==> config.mk <==
export PLATFORM = sky130hd
export DESIGN_NAME = gshare_bht
export DESIGN_NICKNAME = d
export VERILOG_FILES = /design/src/rtl/gshare_bht.sv
export SDC_FILE = /design/constraint.sdc
export NUM_CORES = 1
export LEC_CHECK = 0
export CORE_MARGIN = 10
export CORE_UTILIZATION = 55
export DETAILED_ROUTE_END_ITERATION = 16
export PLACE_DENSITY = 0.76
export SYNTH_ARGS = -nofsm -noshare
export SYNTH_HDL_FRONTEND = slang
export SYNTH_SLANG_ARGS = --single-unit
==> constraint.sdc <==
create_clock -name clk -period 2.8 [get_ports clk]
set_input_delay 0.42 -clock clk [delete_from_list [all_inputs] [get_ports clk]]
set_output_delay 0.42 -clock clk [all_outputs]
set_load 0.005 [all_outputs]
==> src/rtl/gshare_bht.sv <==
// Gshare branch history table: 2^IDX_W saturating counters indexed by PC ^ global history,
// with decoupled lookup/update ports and a post-reset init sweep. Optional BHT_STATS_EN adds counters.
module gshare_bht #(
  parameter int PC_W     = 9,
  parameter int IDX_W    = 5,
  parameter int CTR_W    = 2,
  parameter int HIST_W   = 5,
  parameter int INIT_CTR = (1 << (CTR_W - 1)) - 1
) (
  input  logic                                  clk,
  input  logic                                  reset,
  output logic                                  ready,
  input  logic                                  lkp_valid,
  input  logic [PC_W-1:0]                       lkp_pc,
  output logic                                  pred_valid,
  output logic                                  pred_taken,
  output logic [IDX_W-1:0]                      pred_idx,
  input  logic                                  upd_valid,
  input  logic [IDX_W-1:0]                      upd_idx,
  input  logic                                  upd_taken,
  output logic [((HIST_W > 0) ? HIST_W : 1)-1:0] ghr
`ifdef BHT_STATS_EN
  ,
  output logic [31:0]                           stat_total,
  output logic [31:0]                           stat_miss
`endif
);

  localparam int DEPTH = 1 << IDX_W;
  localparam int GHR_W = (HIST_W > 0) ? HIST_W : 1;

  typedef enum logic {S_INIT, S_RUN} state_t;

  state_t           state, state_nxt;
  logic [IDX_W-1:0] ptr;
  logic [CTR_W-1:0] ctr_tab [DEPTH];

  logic [IDX_W-1:0] ghr_ext, lkp_idx;
  logic [CTR_W-1:0] upd_cur, upd_nxt, lkp_ctr;
  logic             lkp_fire, upd_fire;
  logic             unused_pc;

  assign unused_pc = ^lkp_pc;

  always_ff @(posedge clk or negedge reset) begin
    if (!reset) begin
      state <= S_INIT;
      ptr   <= '0;
    end else begin
      state <= state_nxt;
      if (state == S_INIT) ptr <= ptr + 1'b1;
    end
  end

  always_comb begin
    state_nxt = state;
    if (state == S_INIT && ptr == '1) state_nxt = S_RUN;
  end

  always_comb begin
    ready = (state == S_RUN);
  end

  assign lkp_fire = lkp_valid & ready;
  assign upd_fire = upd_valid & ready;

  always_comb begin
    ghr_ext = '0;
    if (HIST_W > 0) ghr_ext = IDX_W'(ghr);
  end

  assign lkp_idx = lkp_pc[IDX_W-1:0] ^ ghr_ext;

  always_comb begin
    upd_cur = ctr_tab[upd_idx];
    upd_nxt = upd_cur;
    if (upd_taken) begin
      if (upd_cur != '1) upd_nxt = upd_cur + 1'b1;
    end else begin
      if (upd_cur != '0) upd_nxt = upd_cur - 1'b1;
    end
  end

  // Write-first: a same-cycle update to the looked-up entry is visible to the prediction.
  always_comb begin
    lkp_ctr = ctr_tab[lkp_idx];
    if (upd_valid && upd_idx == lkp_idx) lkp_ctr = upd_nxt;
  end

  always_ff @(posedge clk) begin
    if (state == S_INIT)
      ctr_tab[ptr] <= CTR_W'(INIT_CTR);
    else if (upd_fire)
      ctr_tab[upd_idx] <= upd_nxt;
  end

  always_ff @(posedge clk or negedge reset) begin
    if (!reset) begin
      pred_valid <= 1'b0;
      pred_taken <= 1'b0;
      pred_idx   <= '0;
    end else begin
      pred_valid <= lkp_fire;
      if (lkp_fire) begin
        pred_taken <= lkp_ctr[CTR_W-1];
        pred_idx   <= lkp_idx;
      end
    end
  end

  generate
    if (HIST_W == 0) begin : g_no_hist
      assign ghr = '0;
    end else if (HIST_W == 1) begin : g_hist1
      always_ff @(posedge clk or negedge reset) begin
        if (!reset)        ghr <= '0;
        else if (upd_fire) ghr <= upd_taken;
      end
    end else begin : g_histn
      always_ff @(posedge clk or negedge reset) begin
        if (!reset)        ghr <= '0;
        else if (upd_fire) ghr <= {ghr[GHR_W-2:0], upd_taken};
      end
    end
  endgenerate

`ifdef BHT_STATS_EN
  always_ff @(posedge clk or negedge reset) begin
    if (!reset) begin
      stat_total <= '0;
      stat_miss  <= '0;
    end else if (upd_fire) begin
      if (stat_total != '1) stat_total <= stat_total + 1'b1;
      if (upd_cur[CTR_W-1] != upd_taken && stat_miss != '1) stat_miss <= stat_miss + 1'b1;
    end
  end
`endif

endmodule
==> qor.yml, run 1 <==
synth:
  synth_warnings: 0
  synthTopCellsByArea: "edfxtp_1 (48%), dfrtp_1 (11%), mux4_2 (10%)"
  ys_types: 44
  syn-num-nets: 297
  async_flop_share: 0.220
  ys.flop_type: "edfxtp_1"
  synth_top_cell_by_area: "edfxtp_1"
  yosysMostFrequentCell: "edfxtp_1"
  synth_cells: 276
  netlist_area_sq_um: 3970
  ys_seq_elements: 82
  synth_common_cells: "edfxtp_1 (64), nor2_1 (38), nand2_1 (27)"
  seq_area_frac_synth: 0.598
  netlist.area_leader.share: 0.484
  syn_area_per_cell_sq_um: 14.4
  synth_edf_count: 64
global_route:
  grt_start_max_net_pins: 21
  grt_overflow_total: 0
  grt_pass1_vias: 2568
  antenna_found_initial: 0
  grt.total_usage: 0.163
  grt_pass1_wl_mm: 14.0
sta:
  finalWorstPathRequiredPeriod_ps: 2610
  slew_viol_final: 0
  max_freq_ghz: 0.384
  maxSlewHeadroom: 0.187
  skew_ps: 11.4
  tns_ps: 0
  rsz0062_at_grt: "false"
  post-route-period-util: 0.931
  worst_slew_pin_slew_ps: 1210
  hold_viol: 0
  finalSetupViolCount: 0
  worst_slack_ps: 193
power:
  power_uw: 2890
  vdd.ir_drop.worst_mv: 0.373
  p_leak_uw: 0.00168
  p_per_area_nw_per_um2: 614
critical_path:
  reg2reg_from: "ghr[0]"
  arrival_ps: 2690
  crit_path_end_kind: "flop"
  critPathMaxFanout: 20
  rrSetupSlack_ps: 330
  worstSetupStartpoint: "upd_idx[0]"
  cp-start-kind: "input port"
  cp.required_ps: 2890
  path_class: "input port to flop"
placement:
  dp_cells: 406
  gp_congestion: 0.917
  place_area_sq_um: 4480
  dp_hpwl_mm: 6.21
  post-place-ws_ps: -163
  port_buffers: 27
clock_tree:
  htreeDepth: 3
  cts_tree: "done"
  clk_pin_slew_ps: 80
  cts_resized: 0
  clockBufferDepth: 2
  root_buffer: "clkbuf_8"
  post-cts-setup-buffer-count: 0
  insertion_delay_ps: 360
  numCtsBuffers: 9
  cts_sinks: 82
  ctsHoldBuffers: 0
route:
  drt-total-wl_mm: 8.80
  via_count: 2587
  dr.pass1.iters: 5
  drtIter0Drc: 236
  vias_per_cell: 6.13
  wl_per_cell_um: 20.9
  final_antenna_net_count: 0
  drc: 0
cells_and_area:
  finalNonFillerCells: 422
  syn_to_final_growth_pct: 18.6
  drive_above_1_share: 0.169
  final_cell_area_sq_um: 4710
  fin_nets: 342
  num_antenna_cells: 0
worst_hold_path:
  worstHoldPathType: "flop to flop"
  min-delay-start: "pred_idx[3]"
die:
  core.rowCount: 30
  start_util: 0.575
  core_area_sq_um: 6910
  die_x_um: 105
  dieArea_sq_um: 11000
  io_pins: 32
  fp.dieH_um: 105
run_status:
  status: "completed"
flow_run:
  cap_violations: 0
[kinds of logic (layout without fill, tap and decap cells)]
logic type | Yosys count | in the layout | synth area share
mux | 41 | 41 | 0.192
simple gates | 91 | 91 | 0.103
fa+ha+maj | 2 | 2 | 0.00630
xor+xnor | 14 | 14 | 0.0309
flops | 82 | 82 | 0.598
compound gates | 32 | 32 | 0.0542
buf+inv | 14 | 64 | 0.0158
[stage by stage]
stage          utilization  hold WS, ps
2_1_floorplan            -          124
3_3_place_gp         0.648          462
3_5_place_dp         0.648          470
4_1_cts              0.682          489
5_1_grt              0.682          525
6_report             0.682          487
[path summary, 6_finish.rpt]
path | to | depth (start not counted)
hold / removal | pred_idx[3] | 2
setup reg to reg | pred_taken | 7
min in group asynchronous | pred_idx[0] | 1
max in group asynchronous | ghr[4] | 1
hold reg to reg | pred_idx[3] | 2
setup / recovery | ctr_tab[3][1] | 8
[layout make-up]
cell class	count	area (sq um)
Fill cell	509	2200
Tap cell	96	120
Multi-Input combinational cell	180	1540
Clock inverter	5	103
Timing Repair Buffer	45	430
Sequential cell	82	2370
Clock buffer	11	131
Inverter	3	11.3
[state kept, by name (all words and copies together), names as in the netlist]
signal,cells
ctr_tab,64
ghr,5
pred_idx,5
pred_taken,1
pred_valid,1
ptr,5
ready,1
[critical path, stage by stage]
cell and delay (ps):
clkdlybuf4s50_1 530, buf_4 170, mux4_2 530, a22oi_1 300, nand3_1 110, a31oi_1 200
nand3_1 170, buf_4 240
[layer usage]
metal	vias to the layer above	GRT usage	share of wire
met3	24	0.0479	0.075
met5	-	0	0
met1	1291	0.208	0.41
met4	0	0.0696	0.028
li1	1157	-	-
met2	115	0.254	0.49
[report_power, final]
part,switching (uW),internal [uW]
combinational,230,254
clock,410,591
sequential,32.0,1370
total,672,2220
[layout by cell type (no fill, tap or decap), drive strengths merged, types with 4 or more instances in the layout]
cell type	n
mux4	25
xnor2	8
a21oi	4
a22oi	6
nand2	28
dfrtp	18
buf	18
o21ai	8
clkdlybuf4s50	27
xor2	6
mux2	10
clkbuf	11
edfxtp	64
nor2	38
nand3	6
a31oi	4
mux2i	6
Note: power is estimated with default switching activity, not from simulation.
==> run 2, diff against run 1 <==
ABC_CLOCK_PERIOD_IN_PS = 2800   (was unset)
==> results of run 2 <==
The final DEF is identical to that of run 1; final timing and power are the same.
